File: src/rtl/pc_seq_unit.sv
// Program-counter sequencer for the multi-cycle core: branches (with operand-settle wait),
// jumps, register-indirect jumps, stall and terminal halt. Optional link strobe: PC_LINK_EN.
module pc_seq_unit #(
  parameter int ADDR_W    = 10,
  parameter int DATA_W    = 32,
  parameter int BR_WAIT   = 2,
  parameter int HALT_ADDR = 2**ADDR_W - 2
) (
  input  logic              clk,
  input  logic              rst,
  input  logic              enable_fetch,
  input  logic              enable_mem,
  input  logic              stall,
  input  logic [31:0]       ir,
  input  logic [DATA_W-1:0] rs_t,
  input  logic [DATA_W-1:0] rs_a,
  output logic [ADDR_W-1:0] address,
  output logic              is_branch,
  output logic              taken,
  output logic              halted,
  output logic              link_we,
  output logic [ADDR_W-1:0] link_addr
);

  localparam logic [1:0] ST_RUN  = 2'd0;
  localparam logic [1:0] ST_WAIT = 2'd1;
  localparam logic [1:0] ST_HALT = 2'd2;

  localparam logic [5:0] OP_BR  = 6'b100110;
  localparam logic [5:0] OP_JMP = 6'b100100;
  localparam logic [5:0] OP_JR  = 6'b100101;

  localparam logic [2:0]        WAIT_N = 3'(BR_WAIT);
  localparam logic [ADDR_W-1:0] HALT_A = ADDR_W'(HALT_ADDR);
  localparam logic [ADDR_W-1:0] ONE    = ADDR_W'(1);

  logic [1:0]        state, state_nxt;
  logic [2:0]        count, count_nxt;
  logic [ADDR_W-1:0] address_nxt;
  logic              taken_nxt;
  logic              link_we_nxt;
  logic [ADDR_W-1:0] link_addr_q, link_addr_nxt;

  logic [5:0]        op;
  logic              adv;
  logic              br_cond;
  logic [ADDR_W-1:0] br_off;
  logic [ADDR_W-1:0] jmp_off;
  logic [ADDR_W-1:0] br_target;
  logic              unused_ir;

  assign op  = ir[30:25];
  assign adv = enable_fetch & enable_mem & ~stall & (state != ST_HALT);

  // Offsets are sign-extended, doubled, then truncated to the address width.
  assign br_off  = ADDR_W'($signed(ir[13:0])) << 1;
  assign jmp_off = ADDR_W'($signed(ir[23:0])) << 1;

  assign br_cond   = ir[14] ? (rs_t != rs_a) : (rs_t == rs_a);
  assign br_target = br_cond ? (address + br_off) : (address + ONE);

  assign unused_ir = ^{ir[31], ir[24]};

  always_comb begin
    state_nxt     = state;
    count_nxt     = count;
    address_nxt   = address;
    taken_nxt     = 1'b0;
    link_we_nxt   = 1'b0;
    link_addr_nxt = link_addr_q;
    if (adv) begin
      // Reaching the halt address wins over whatever the instruction says.
      if (address == HALT_A) begin
        state_nxt = ST_HALT;
      end else begin
        case (state)
          ST_RUN: begin
            case (op)
              OP_BR: begin
                if (WAIT_N == 3'd0) begin
                  address_nxt = br_target;
                  taken_nxt   = br_cond;
                end else begin
                  state_nxt = ST_WAIT;
                  count_nxt = 3'd1;
                end
              end
              OP_JMP: begin
                address_nxt = address + jmp_off;
                taken_nxt   = 1'b1;
`ifdef PC_LINK_EN
                if (ir[24]) begin
                  link_we_nxt   = 1'b1;
                  link_addr_nxt = address + ONE;
                end
`endif
              end
              OP_JR: begin
                address_nxt = rs_a[ADDR_W-1:0];
                taken_nxt   = 1'b1;
              end
              default: address_nxt = address + ONE;
            endcase
          end
          ST_WAIT: begin
            if (count == WAIT_N) begin
              address_nxt = br_target;
              taken_nxt   = br_cond;
              count_nxt   = 3'd0;
              state_nxt   = ST_RUN;
            end else begin
              count_nxt = count + 3'd1;
            end
          end
          default: state_nxt = state;
        endcase
      end
    end
  end

  always_ff @(posedge clk) begin
    if (rst) begin
      state       <= ST_RUN;
      count       <= 3'd0;
      address     <= '1;
      taken       <= 1'b0;
      link_we_nxt_q_clear();
    end else begin
      state       <= state_nxt;
      count       <= count_nxt;
      address     <= address_nxt;
      taken       <= taken_nxt;
    end
  end

  function automatic void link_we_nxt_q_clear();
  endfunction

`ifdef PC_LINK_EN
  logic link_we_q;

  always_ff @(posedge clk) begin
    if (rst) begin
      link_we_q   <= 1'b0;
      link_addr_q <= '0;
    end else begin
      link_we_q   <= link_we_nxt;
      link_addr_q <= link_addr_nxt;
    end
  end

  assign link_we   = link_we_q;
  assign link_addr = link_addr_q;
`else
  logic unused_link;

  assign link_addr_q = '0;
  assign unused_link = ^{link_we_nxt, link_addr_nxt};
  assign link_we     = 1'b0;
  assign link_addr   = '0;
`endif

  assign is_branch = (state == ST_WAIT);
  assign halted    = (state == ST_HALT);

endmodule

File: config.mk
export PLATFORM = sky130hd
export DESIGN_NAME = pc_seq_unit
export DESIGN_NICKNAME = d
export VERILOG_FILES = /design/src/rtl/pc_seq_unit.sv
export SDC_FILE = /design/constraint.sdc
export NUM_CORES = 1
export LEC_CHECK = 0
export CORE_ASPECT_RATIO = 1.75
export CORE_MARGIN = 2
export CORE_UTILIZATION = 40
export DETAILED_ROUTE_END_ITERATION = 12
export PLACE_DENSITY_LB_ADDON = 0.1
export SLEW_MARGIN = 10
export SYNTH_ARGS = -nofsm -noshare
export SYNTH_HDL_FRONTEND = slang
export SYNTH_SLANG_ARGS = --single-unit
File: constraint.sdc
create_clock -name clk -period 4.78 [get_ports clk]
set_clock_uncertainty 0.15 [all_clocks]
set_input_delay 1.195 -clock clk [delete_from_list [all_inputs] [get_ports clk]]
set_output_delay 1.195 -clock clk [all_outputs]
set_load 0.01 [all_outputs]
Yosys cells after proc, flatten, opt, wreduce, memory -nomap -nowiden:

Cells that the tools add are included.

* multiplexer cells: 15
* bitwise gates (word level): 6
* add/subtract/negate cells: 3
* reduce and logical (&&, ||, !) cells: 8
* eq/ne operators: 15

Operators by type and width (count)
* == test 32 bit: 1
* inequality test 32 bit: 1
* case mux 10 bit (3 select lines): 1
* 2-to-1 mux 10 bit: 2
* case mux 10 bit (2 select lines): 1
* == test 6 bit, second input constant: 3
* adder 10 x 1 -> 10 bit, second input constant: 1
* adder 10 bit: 1
* == test 10 bit, second input constant: 1
* AND reduction 4 bit: 2
* 2-to-1 mux 2 bit: 3
* 2-to-1 mux 3 bit: 2
* case mux 3 bit (2 select lines): 1
* AND reduction 5 bit: 1
* inequality test 2 x 1 -> 1 bit, second input constant: 2
* inequality test 2 bit, second input constant: 2
* case mux 2 bit (2 select lines): 1
* adder 3 x 1 -> 3 bit, second input constant: 1
* AND 1 bit: 3
* == test 3 x 2 -> 1 bit, second input constant: 1
* 2-to-1 mux 1 bit: 3
* inequality test 3 x 1 -> 1 bit, second input constant: 1
* inequality test 3 x 2 -> 1 bit, second input constant: 1
* inverter 1 bit: 3
* other kinds (8): 8

* input port bits: 101
* logic and storage cells: 51
* flip-flop bits (word level): 16

Longest topological paths before layout:

* depth after elaboration: 5
* depth in mapped cells: 10
* mapped depth without buffers: 9

Worst setup path after synthesis:

No wires, ideal clock.

* path kind: in2reg
* start point: input port ir[0]
* end point: register address[9]
* data required time: 4.508 ns
* data arrival time: 3.021 ns
* path buffers: 0
* cell stages on the path: 9
* path slack: 1.487 ns
* cells stage by stage: ha_1 fa_1 a211oi_1 o21ai_0 a21o_1 a21oi_1 xnor2_1 o21ai_1 a221o_1

* word-level cells in the longest chain between the ends: 4

Ends and longest elaborated chain
* start: declaration: RTL line 14 `input logic [31:0] ir,`
* adder 10 bit (*): RTL line 60, 89
* 2-to-1 mux 10 bit: RTL line 60 `assign br_target = br_cond ? (address + br_off) : (address + ONE);`
* 2-to-1 mux 10 bit: RTL line 106 `if (count == WAIT_N) begin`
* case mux 10 bit (2 select lines) (*): RTL line 76 `case (state)`
* end signal: assignment: RTL line 131 `address <= address_nxt;`
* end: declaration: RTL line 17 `output logic [ADDR_W-1:0] address,`

Mark *: on every way between the ends. The rest lies on a longest branch, timed or not. The select of a mux whose other input is x is not followed.
A chain may end at the register's enable or synchronous reset.

Worst setup path in the final report:

* start point: input port ir[30]
* end point: register address[0]

* word-level cells in the longest chain between the ends: 3

Ends and longest elaborated chain
* == test 6 bit: RTL line 78 `case (op)`
* case mux 10 bit (3 select lines) or inequality test 2 bit (tied branches)
* case mux 10 bit (2 select lines) or AND reduction 5 bit (tied branches)

Parallel ways exist; a longest one is shown, timed or not.

==> flow_metrics.py <==
metrics = {
    "status": {
        "status": "finished clean",
    },
    "clock_tree": {
        "h-tree-depth": 1,
        "insertion_delay_ns": 0.27,
        "cts_buffer_depth": 2,
        "cts_root_buf": "clkbuf_8",
        "post-cts-setup-buffers": 0,
        "cts.sinks": 16,
        "cts-hold-fix-buffers": 0,
        "cts_resized": 0,
        "numCtsBuffers": 3,
        "cts_tree": "built",
        "clkTransAtPathRegs_ns": 0.08,
    },
    "timing": {
        "period_share_pct": 77.9,
        "setup_violations": 0,
        "fin_hold_ws_ns": 0.342,
        "rsz0062_at_grt": "no",
        "fmax_mhz": 268,
        "relSlewSlack_pct": 40.6,
        "setup_total_negative_slack_ns": 0,
        "slew_violations": 0,
        "worst_pin_slew_ns": 0.888,
        "fin_crit_ns": 3.73,
        "hold_violations": 0,
    },
    "placement": {
        "port-buffer-count": 97,
        "place.gp.congestion": 0.821,
        "hpwl_um": 5540,
    },
    "synth": {
        "ys.warnings.count": 0,
        "yosys_most_used_dff": "dfxtp_1",
        "async_flop_share_pct": 0,
        "ys_types": 54,
        "avgSynthCellArea_um2": 7.80,
        "syn_area_um2": 2150,
        "syn_inst": 275,
        "synth_edf_count": 0,
        "ys_ff_latch": 16,
        "yosysSeqAreaShare_pct": 14.9,
    },
    "global_routing": {
        "antenna_found_initial": 0,
        "grt_pass1_wl_um": 10600,
        "track_usage_pct": 23.0,
        "gr-total-overflow": 0,
        "grt_pass1_vias": 2309,
        "grt_start_max_net_pins": 23,
    },
    "die": {
        "start_util_pct": 41.2,
        "coreArea_um2": 5210,
        "die_area_um2": 5990,
        "ioPinCount": 125,
        "die_x_um": 59.4,
        "rows": 35,
        "dieHeight_um": 101,
    },
    "routing": {
        "wl_um": 6770,
        "ant_nets": 0,
        "drt_iter0_markers": 88,
        "num_vias": 2406,
        "wl_per_cell_um": 16.0,
        "drt_pre_antenna_iters": 4,
        "vias_per_cell": 5.67,
        "drc": 0,
    },
    "critical_path": {
        "end_kind": "register",
        "critPathMaxStageDelay_ns": 0.70,
        "start_kind": "primary input",
        "critical_path.cell_chain": "clkdlybuf4s50_1 -> nor4bb_1 -> a31oi_1 -> buf_4 -> o21bai_1 -> or3_1 -> a21oi_1 -> a311oi_1 -> nand2_1",
        "crit_type": "in2reg",
        "worstPathRequired_ns": 4.78,
        "path_max_fanout": 11,
        "crit_slowest_cell": "o21bai_1",
        "crit_arrival_ns": 3.72,
    },
    "power": {
        "pwr-share-comb_pct": 49.3,
        "clkPwrFrac_pct": 23.4,
        "p_leak_nw": 1.24,
        "p_seq_share_pct": 27.2,
        "switching_share_pct": 35.2,
        "power.switching_uw": 196,
        "power.density_nw_per_um2": 174,
        "p_int_uw": 360,
        "irDropWorstVdd_v": 0.000111,
    },
    "layout": {
        "most-common-layout-cells": "clkdlybuf4s50_1, xor2_1, a21oi_1",
        "final_common_cell": "clkdlybuf4s50_1",
        "drive_gt1_share_pct": 7.32,
        "fin_nets": 482,
        "n_antenna_cell": 0,
        "area_growth_syn_to_layout_pct": 48.5,
    },
    "worst_hold_path": {
        "hp-class": "reg2reg",
    },
    "flow_run": {
        "maxCapViolations": 0,
    },
}
==> cell usage after synthesis, types with 3 or more instances <==
library cell / instances / area [um2]
xor2_1: 39 / 342
a21oi_1: 24 / 120
dfxtp_1: 16 / 320
nor2_1: 14 / 52.6
nor3_1: 14 / 70.1
o21ai_0: 14 / 70.1
nand2_1: 13 / 48.8
nand3_1: 12 / 60.1
buf_4: 11 / 82.6
ha_1: 10 / 125
clkbuf_1: 8 / 30.0
inv_1: 7 / 26.3
mux2i_1: 7 / 70.1
xnor2_1: 7 / 61.3
nor4_2: 6 / 75.1
a211oi_1: 5 / 37.5
nor4_1: 5 / 31.3
and4_1: 4 / 35.0
nor2b_1: 4 / 25.0
a21o_1: 3 / 22.5
a311oi_1: 3 / 26.3
nand3b_1: 3 / 22.5
nand4_1: 3 / 18.8
o2111ai_1: 3 / 26.3
==> final cells by class <==
type                    instances  area (um2)
fillers                       514        2030
repair buffers                101        1000
multi-input cells             241        1710
clock buffers                   4        55.1
well taps                      55        68.8
inverters                       7        26.3
flip-flops and latches         16         320
==> logic make-up (layout without fill, tap and decap cells) <==
group	after synthesis	in the layout	synth area share, %
AOI/OAI and AO/OA	73	73	22.0
other	1	11	0.175
DFF	16	16	14.9
buffers and inverters	28	112	6.94
and+or+nand+nor	91	91	25.9
muxes	9	9	4.49
adders and majority gates	11	11	6.76
xor gates and xnor gates	46	46	18.8
==> power groups by stage <==
stage          sequential [mW]  clock (mW)  combinational (mW)
6_report                 0.151       0.130               0.274
5_1_grt                  0.153       0.139               0.299
4_1_cts                  0.151       0.129               0.273
3_5_place_dp             0.154           0               0.272
3_3_place_gp             0.154           0               0.268
2_1_floorplan            0.153           0               0.158
==> metal layers <==
layer	wire length [um]	track usage [%]	vias up	share of wire (%)
li1	-	-	1181	-
met1	2630	24.7	1113	39
met2	3490	41.5	91	52
met3	342	3.08	21	5.1
met4	305	12.2	0	4.5
met5	0	0	-	0
==> path summary, 6_finish.rpt <==
path,from,slack [ns],cells after the start,end
max,ir[30],1.05,9,address[0]
min,count[2],0.34,2,count[2]
max reg2reg,address[0],2.01,9,address[0]
min reg2reg,count[2],0.34,2,count[2]
==> sequential cells by signal, summed over array words and instances (netlist names) <==
name and count:
address 10, count 3, state 2, taken 1
==> stage by stage <==
step                util, %  power, mW  setup WS [ns]  instance area [um2]  instances
detailed placement     60.1      0.426          0.793                 3130        420
global placement       60.1      0.422          0.786                 3130        420
finish                 61.1      0.555           1.05                 3190        424
floorplan                 -      0.311           1.49                 2180        285
CTS                    61.1      0.553           1.07                 3190        424
global route           61.1      0.590          0.877                 3190        424
==> worst max-delay path: cells and delay by family <==
kind | cells | cell delay, ns
AO/OA/AOI/OAI | 4 | 1.17
AND/OR/NAND/NOR | 3 | 0.74
buffers and inverters | 2 | 0.62
(Power assumes the default switching activity.)
